==> config.mk <==
export PLATFORM = sky130hd
export DESIGN_NAME = dualrail_bit_tx
export DESIGN_NICKNAME = d
export VERILOG_FILES = /design/src/rtl/dualrail_pkg.sv /design/src/rtl/sync2.sv /design/src/rtl/dualrail_bit_tx.sv
export SDC_FILE = /design/constraint.sdc
export NUM_CORES = 1
export LEC_CHECK = 0
export CORE_MARGIN = 2
export CORE_UTILIZATION = 30
export DETAILED_ROUTE_END_ITERATION = 12
export DONT_BUFFER_PORTS = 1
export PLACE_DENSITY = 0.46
export SLEW_MARGIN = 10
export SYNTH_ARGS = -nofsm -noshare
export SYNTH_HDL_FRONTEND = slang
export SYNTH_HIERARCHICAL = 1
export SYNTH_SLANG_ARGS = --single-unit
==> constraint.sdc <==
create_clock -name clk -period 3.3 [get_ports clk]
set_input_delay 0.495 -clock clk [delete_from_list [all_inputs] [get_ports clk]]
set_output_delay 0.495 -clock clk [all_outputs]
set_load 0.005 [all_outputs]
==> src/rtl/dualrail_pkg.sv <==
// Shared types and constants for the dual-rail bit transmitter.
// State encoding, error codes and default sizing.
package dualrail_pkg;

    localparam int unsigned DEF_WIDTH   = 8;
    localparam int unsigned DEF_TIMEOUT = 255;

    localparam logic [1:0] ERR_NONE    = 2'b00;
    localparam logic [1:0] ERR_BOTH    = 2'b01;
    localparam logic [1:0] ERR_TIMEOUT = 2'b10;

    typedef enum logic [2:0] {
        IDLE,
        DRIVE,
        WAIT_ACK,
        RELEASE,
        WAIT_NULL,
        FINISH
    } state_t;

endpackage

==> src/rtl/sync2.sv <==
// Two-flop synchronizer for a single asynchronous level input.
module sync2 (
    input  logic clk,
    input  logic rst_n,
    input  logic d,
    output logic q
);

    logic meta;

    always_ff @(posedge clk or negedge rst_n) begin
        if (!rst_n) begin
            meta <= 1'b0;
            q    <= 1'b0;
        end else begin
            meta <= d;
            q    <= meta;
        end
    end

endmodule

==> src/rtl/dualrail_bit_tx.sv <==
// Serial dual-rail transmitter: sends a word MSB first as one-hot in0/in1 pulses
// with a return-to-zero handshake against a detector's parity0/parity1 response.
module dualrail_bit_tx
    import dualrail_pkg::*;
#(
    parameter int unsigned WIDTH   = DEF_WIDTH,
    parameter int unsigned TIMEOUT = DEF_TIMEOUT
) (
    input  logic             clk,
    input  logic             rst_n,
    input  logic             start,
    input  logic [WIDTH-1:0] data,
    input  logic             parity0,
    input  logic             parity1,
    output logic             in0,
    output logic             in1,
    output logic             busy,
    output logic             done,
    output logic [WIDTH-1:0] resp_vec,
    output logic             result,
    output logic [1:0]       err
);

    localparam int unsigned IDX_W = $clog2(WIDTH);
    localparam int unsigned CNT_W = 16;
    // Last count value before the phase is declared timed out.
    localparam logic [CNT_W-1:0] CNT_LAST = CNT_W'(TIMEOUT - 1);

    state_t           state;
    logic [WIDTH-1:0] data_q;
    logic [IDX_W-1:0] idx;
    logic [CNT_W-1:0] cnt;
    logic             p0s;
    logic             p1s;

    sync2 u_sync_p0 (
        .clk  (clk),
        .rst_n(rst_n),
        .d    (parity0),
        .q    (p0s)
    );

    sync2 u_sync_p1 (
        .clk  (clk),
        .rst_n(rst_n),
        .d    (parity1),
        .q    (p1s)
    );

    assign result = resp_vec[0];

    always_ff @(posedge clk or negedge rst_n) begin
        if (!rst_n) begin
            state    <= IDLE;
            data_q   <= '0;
            idx      <= '0;
            cnt      <= '0;
            in0      <= 1'b0;
            in1      <= 1'b0;
            busy     <= 1'b0;
            done     <= 1'b0;
            resp_vec <= '0;
            err      <= ERR_NONE;
        end else begin
            done <= 1'b0;
            unique case (state)
                IDLE: begin
                    if (start) begin
                        data_q   <= data;
                        resp_vec <= '0;
                        err      <= ERR_NONE;
                        idx      <= IDX_W'(WIDTH - 1);
                        busy     <= 1'b1;
                        state    <= DRIVE;
                    end
                end
                DRIVE: begin
                    in1   <= data_q[idx];
                    in0   <= ~data_q[idx];
                    cnt   <= '0;
                    state <= WAIT_ACK;
                end
                WAIT_ACK: begin
                    // Rails are cleared on the way into FINISH so they are low during done.
                    if (p0s && p1s) begin
                        err   <= ERR_BOTH;
                        in0   <= 1'b0;
                        in1   <= 1'b0;
                        done  <= 1'b1;
                        state <= FINISH;
                    end else if (p0s ^ p1s) begin
                        resp_vec[idx] <= p1s;
                        state         <= RELEASE;
                    end else if (cnt == CNT_LAST) begin
                        err   <= ERR_TIMEOUT;
                        in0   <= 1'b0;
                        in1   <= 1'b0;
                        done  <= 1'b1;
                        state <= FINISH;
                    end else begin
                        cnt <= cnt + 1'b1;
                    end
                end
                RELEASE: begin
                    in0   <= 1'b0;
                    in1   <= 1'b0;
                    cnt   <= '0;
                    state <= WAIT_NULL;
                end
                WAIT_NULL: begin
                    if (p0s && p1s) begin
                        err   <= ERR_BOTH;
                        done  <= 1'b1;
                        state <= FINISH;
                    end else if (!p0s && !p1s) begin
                        if (idx == '0) begin
                            done  <= 1'b1;
                            state <= FINISH;
                        end else begin
                            idx   <= idx - 1'b1;
                            state <= DRIVE;
                        end
                    end else if (cnt == CNT_LAST) begin
                        err   <= ERR_TIMEOUT;
                        done  <= 1'b1;
                        state <= FINISH;
                    end else begin
                        cnt <= cnt + 1'b1;
                    end
                end
                FINISH: begin
                    in0   <= 1'b0;
                    in1   <= 1'b0;
                    busy  <= 1'b0;
                    state <= IDLE;
                end
                default: state <= IDLE;
            endcase
        end
    end

endmodule

==> impl_metrics.env <==
export IMPL_syn_nets=294
export IMPL_power_share_sequential_pct=44.6
export IMPL_pwr_share_comb_pct=31.4
export IMPL_final_layout_size_suffix_gt1_share_pct=12.4
export IMPL_place_congestion=0.751
export IMPL_worst_hold_path_type="in2async"
export IMPL_vias=2052
export IMPL_die_height_um=99.9
export IMPL_starting_density_of_the_core_pct=31.3
export IMPL_globalRouteTotalUtil_pct=13.4
export IMPL_power_ir_vdd_worst_mv=0.241
export IMPL_fill_cells=902
export IMPL_grt_first_pass_wirelength_mm=10.7
export IMPL_place_ws_ns=1.03
export IMPL_wl_per_cell_um=16.8
export IMPL_antenna_cells_inserted=0
export IMPL_final_setup_tns_ns=0
export IMPL_drt_pass1_iter_count=4
export IMPL_clkSinkCount=48
export IMPL_fp_coreArea_sq_um=8810
export IMPL_vias_per_cell=5.47
export IMPL_synth_warning_count=6
export IMPL_drt_antenna_net_count=0
export IMPL_power_density_nw_per_um2=656
export IMPL_clk_transition_reported_paths_ns=0.10
export IMPL_synth_seq_cells=48
export IMPL_post_synth_inst_count=275
export IMPL_critical_path_max_fanout=11
export IMPL_total_switching_power_mw=0.716
export IMPL_cell_internal_power_dissipation_mw=1.22
export IMPL_static_leakage_power_nw=1.21
export IMPL_final_setup_viol_count=0
export IMPL_post_detailed_route_drc_marker_count=0
export IMPL_post_synth_main_area_contributors="dfrtp_1 (44%), mux2_2 (4.1%), mux2i_1 (3.6%)"
export IMPL_gr_total_overflow=0
export IMPL_swShare_pct=37.1
export IMPL_grt_max_degree=49
export IMPL_cts_path_max_buffers=2
export IMPL_synth_largest_type_area_fraction_pct=43.5
export IMPL_synth_most_common_cell="dfrtp_1"
export IMPL_root_buffer="clkbuf_8"
export IMPL_initial_antenna_violation_count=0
export IMPL_asyncSetResetFlopFracSynth_pct=100
export IMPL_die_width_um=99.9
export IMPL_grt_pass1_vias=2012
export IMPL_final_critical_path_setup_slack_ns=0.998
export IMPL_stdcell_area_sq_um=2950
export IMPL_yosys_top_cells_count="dfrtp_1 (48), nand2_1 (24), a21oi_1 (18)"
export IMPL_maxClockFrequency_mhz=434
export IMPL_synth_ff_type="dfrtp_1"
export IMPL_unrepaired_setup_endpoints_after_global_routing="false"
export IMPL_timing_slew_headroom_pct=55.5
export IMPL_synth_sequential_area_ratio_pct=43.5
export IMPL_route_final_wire_length_mm=6.32
export IMPL_run_status="finished clean"
export IMPL_crit_path_from="u_sync_p1/q"
export IMPL_cts_buffers=5
export IMPL_ctsHtreeMaxLevel=2
export IMPL_area_growth_pct=6.76
export IMPL_timing_hold_violations_final=0
export IMPL_ctsResizeCount=0
export IMPL_finalMaxSlewViolations=0
export IMPL_critical_path_reg2reg_startpoint="u_sync_p1/q"
export IMPL_post_synthesis_cell_type_with_the_largest_combined_area="dfrtp_1"
export IMPL_cp_required_ns=3.55
export IMPL_clock_power_share_pct=24.1
export IMPL_netlist_cell_type_count=56
export IMPL_tritoncts_clock_tree="done"
export IMPL_place_hpwl_mm=4.40
export IMPL_numPortBuffers=0
export IMPL_worstSetupStartpointType="flip-flop"
export IMPL_syn_mean_instance_area_sq_um=10.0
export IMPL_synth_area_sq_um=2760
export IMPL_dieArea_sq_um=9980
export IMPL_end_kind="flip-flop"
export IMPL_num_rows=34
export IMPL_worst_pin_slew_ns=0.667
export IMPL_io_pins=28
export IMPL_clk_latency_ns=0.31
export IMPL_placed_cell_area_sq_um=2800
export IMPL_max_cap_violations=0
export IMPL_timing_final_crit_share_pct=69.8
export IMPL_final_net_count=285
export IMPL_clock_skew_ns=0.0109
export IMPL_edff_count_synth=0
export IMPL_worstPathArrival_ns=2.55
export IMPL_critPathKind="reg2reg"
export IMPL_finalCriticalPeriod_ns=2.30
export IMPL_drt_iter0_markers=120
routing by layer:
layer	vias up	GRT usage, %	part of all wire (%)
li1	997	-	-
met1	1009	19.9	52
met2	40	18.8	42
met3	6	3.90	5.2
met4	0	4.11	1.3
met5	-	0	0
worst max-delay path: stages (launching register included):
cell and delay [ns]:
dfrtp_1 0.41, inv_1 0.06, ha_1 0.52, nand3b_1 0.15, a211o_1 0.39, nor3_1 0.47
a32o_1 0.24
path summary, 6_finish.rpt:
check / cells after the start / slack [ns] / endpoint
max: 6 / 1.0 / resp_vec[5]
max reg2reg: 6 / 1.0 / resp_vec[5]
max in group asynchronous: 1 / 3.04 / cnt[2]
min reg2reg: 0 / 0.37 / u_sync_p1/q
min: 1 / 0.02 / cnt[6]
min in group clk: 0 / 0.20 / u_sync_p0/meta
per-stage QoR:
step / hold slack (ns) / total power [mW] / utilization, % / instances
floorplan: 0.199 / 1.33 / - / 275
global placement: 0.201 / 1.47 / 31.8 / 366
detailed placement: 0.201 / 1.47 / 31.8 / 366
CTS: 0.0380 / 1.96 / 33.4 / 375
global route: 0.0338 / 2.08 / 33.4 / 375
finish: 0.0243 / 1.93 / 33.4 / 375
kinds of logic after synthesis:
group | share of synthesized area [%]
XOR/XNOR | 0.318
multiplexers | 7.71
adder cells (fa/ha/maj) | 2.72
AND/OR/NAND/NOR | 22.0
AO/OA/AOI/OAI | 17.8
buffers and inverters | 5.85
flip-flops | 43.5
registers in the layout, indices dropped and copies added (netlist names), 2 cells and up:
register / flops
cnt: 16
data_q: 8
err: 2
idx: 3
resp_vec: 8
state: 3
power by group through the flow:
| stage | registers [mW] | logic, mW | clock network (mW) |
|---|---|---|---|
| after detailed placement | 0.873 | 0.596 | 0 |
| final | 0.862 | 0.606 | 0.465 |
| after global placement | 0.871 | 0.601 | 0 |
| after CTS | 0.862 | 0.615 | 0.478 |
| after global routing | 0.888 | 0.687 | 0.505 |
| after floorplan | 0.767 | 0.567 | 0 |
layout by cell type, fill, tap and decap left out, drive strengths merged, types with 7 or more instances in the layout:
master  instances
nor2            7
mux2           10
nand2b         10
o31ai           9
nand2          24
o21ai          14
nor3b           7
a21oi          18
inv            13
dfrtp          48
mux2i          10
final cells by class:
cell class,count,area [sq um],share of cell area (%)
repair buffers,3,42.5,1.44
flip-flops and latches,48,1200,40.8
clock inverters,2,38.8,1.32
inverters,13,48.8,1.66
multi-input cells,195,1400,47.4
clock buffers,6,82.6,2.80
well taps,108,135,4.59
timing repair:
action | CTS | global route
buffers inserted | 0 | 0
hold buffers | 1 | 0
endpoints found under the hold margin | 48 | 0
(Power assumes the default switching activity.)
==> edit (same flow settings) <==
Put a register stage on the output `result`, cleared by the reset. The value now appears one clock later. The other outputs are not delayed to match.
--- a/src/rtl/dualrail_bit_tx.sv
+++ b/src/rtl/dualrail_bit_tx.sv
@@ -47,7 +47,13 @@
         .q    (p1s)
     );
 
-    assign result = resp_vec[0];
+    always_ff @(posedge clk or negedge rst_n) begin
+        if (!rst_n) begin
+            result <= '0;
+        end else begin
+            result <= resp_vec[0];
+        end
+    end
 
     always_ff @(posedge clk or negedge rst_n) begin
         if (!rst_n) begin
Behaviour: no difference found for any inputs over 10 cycles, from zero or initial values and one cycle with rst_n low; that may be too few to reach the edited logic, so the function may still have changed.
==> edit against the unedited design <==
- synthesized cell count fell by 3.3%
- wire length decreased by 5.4%
- die area fell by 2.6%
- critical path type unchanged
- worst setup slack worse by 3.3 ps
- critical endpoint is now idx[2]$_DFFE_PN0P_
- non-clock buffer count did not move
- sequential power increased by 5.7%
- clock skew shrank 2.9 ps
- synthesized area decreased by 2.7%
- power rose by 5.0%
- design area is 1.7% lower
- hold slack worse by 10 ps
- sequential cell count rose by 1
==> edit: results (changes against the unedited design) <==
Inst Count DP = 364 (-0.55%)
First-pass DRT Iterations = 4 (unchanged)
Vias per cell = 5.24 (-4.2%)
Vias in the first global route = 2013 (+0.050%)
Crit-path leading delay family = simple AND/OR/NAND/NOR gates
Most common flop cell mapped by yosys = dfrtp_1
Worst skew pair latency = 310 ps (about the same)
Reg2Reg Launch Point = idx[1]$_DFFE_PN0P_
DP HPWL = 4.16 mm (-5.5%)
Syn_nets = 285 (-3.1%)
Placer Congestion = 0.796 (+5.9%)
Syn avg cell area = 10.1 sq um (+0.62%)
Pleak = 0.00120 uW (-0.54%)
Clock skew = 7.93 ps (-2.93 ps)
Crit path DAT = 2480 ps (-70 ps)
Most area-consuming cells after synthesis = dfrtp_1 46%, mux2_2 3.4%, nor2_1 3.4%
Max VDD drop = 0.165 mV (-32%)
Pin count of the biggest net entering global routing = 50 (+2.0%)
Synth unique cells = 58 (+3.6%)
Post-Layout Cell Count = 373 (-0.53%)
Worst path slowest cell = dfrtp_1
Gr usage total = 13.0% (-0.43 points)
Final wirelength = 5.97 mm (-5.4%)
Initial DRC count = 85 (-29%)
Crit path from = idx[1]$_DFFE_PN0P_
Global-route wire length before repair = 10.2 mm (-4.1%)
Clk pin slew, worst setup/hold paths = 100 ps (about the same)
Final net count = 283 (-0.70%)
CTS max path bufs = 2 (unchanged)
Yosys warns = 6 (unchanged)
Status = completed
Share of layout cells above drive strength 1 = 12.8% (+0.47 points)
Hold Crit Class = input pin to asynchronous set/reset pin
H-tree levels = 2 (unchanged)
Root Buffer = clkbuf_8
# diodes = 0 (unchanged)
Seq/Total Area, Yosys = 45.7% (+2.1 points)
Most frequent cells after synthesis = 49 x dfrtp_1, 24 x nor2_1, 20 x nand2_1, 13 x o21ai_0
CTS Buf Count = 5 (unchanged)
Delay of the slowest critical-path stage = 580 ps (+60 ps)
Slew headroom = 52.8% (-2.7 points)
Crit Path Max Fanout = 12 (+1)
Initial antenna violation count = 0 (unchanged)
edit: changes by cell type after synthesis, moves of 5 or more:
cell / delta
or4_1: -6
mux2i_1: -5
a21oi_1: -6
xnor2_1: +9
o31ai_1: -8
nand2b_1: -5
nor2_1: +18
edit: what timing repair did:
| action | 4_1_cts | 5_1_grt |
|---|---|---|
| hold buffers | 1 | 0 |
| hold endpoints to repair | 49 | 0 |
| gates resized for setup | 0 | 0 |
| setup endpoints to repair | 0 | 0 |
edit: report_power, final:
part	switching [uW]	internal (uW)
logic	406	336
clock network	225	151
registers	186	724
total	817	1210
edit: logic make-up (layout without fill, tap and decap cells):
kind of cell	Yosys count	count (layout)	synth area share (%)
simple gates	106	106	23.1
compound gates	59	59	16.5
fa+ha+maj	6	6	2.80
xor+xnor	9	9	2.94
flops	49	49	45.7
buf+inv	24	23	3.82
mux	13	13	5.22
edit: layer usage:
layer	global-route usage (%)	share of wire [%]
met1	18.1	50
met2	20.8	45
met3	2.55	3.3
met4	3.48	1.2
met5	0	0
edit: final cells by class:
| cell class | instances | area [sq um] |
|---|---|---|
| Clock buffer | 5 | 68.8 |
| Clock inverter | 3 | 21.3 |
| Fill cell | 878 | 5830 |
| Inverter | 12 | 45.0 |
| Multi-Input combinational cell | 193 | 1360 |
| Sequential cell | 49 | 1230 |
| Tap cell | 108 | 135 |
| Timing Repair Buffer | 3 | 42.5 |
edit: worst paths after layout:
kind,to,slack [ps],depth (start not counted)
max,idx[2]$_DFFE_PN0P_,990,7
min,result$_DFF_PN0_,10,1
max reg2reg,idx[2]$_DFFE_PN0P_,990,7
min reg2reg,u_sync_p0/q$_DFF_PN0_,380,0
max in group asynchronous,cnt[5]$_DFFE_PN0P_,3040,1
min in group clk,u_sync_p0/meta$_DFF_PN0_,200,0
edit: worst register-to-register path: stages, from the launching register on:
cell and delay (ps):
dfrtp_1 580, inv_1 240, ha_1 230, nor2b_1 140, nor3b_1 580, nand2_1 150
mux2i_1 170, a21oi_1 80
edit: metrics by stage:
stage / worst slack (ps) / utilization, % / power, uW / area, sq um
6_report: 995 / 33.2 / 2030 / 2900
5_1_grt: 787 / 33.2 / 2200 / 2900
4_1_cts: 992 / 33.2 / 2060 / 2900
3_5_place_dp: 1000 / 31.9 / 1660 / 2780
3_3_place_gp: 1020 / 31.9 / 1660 / 2780
2_1_floorplan: 1470 / - / 1480 / 2690
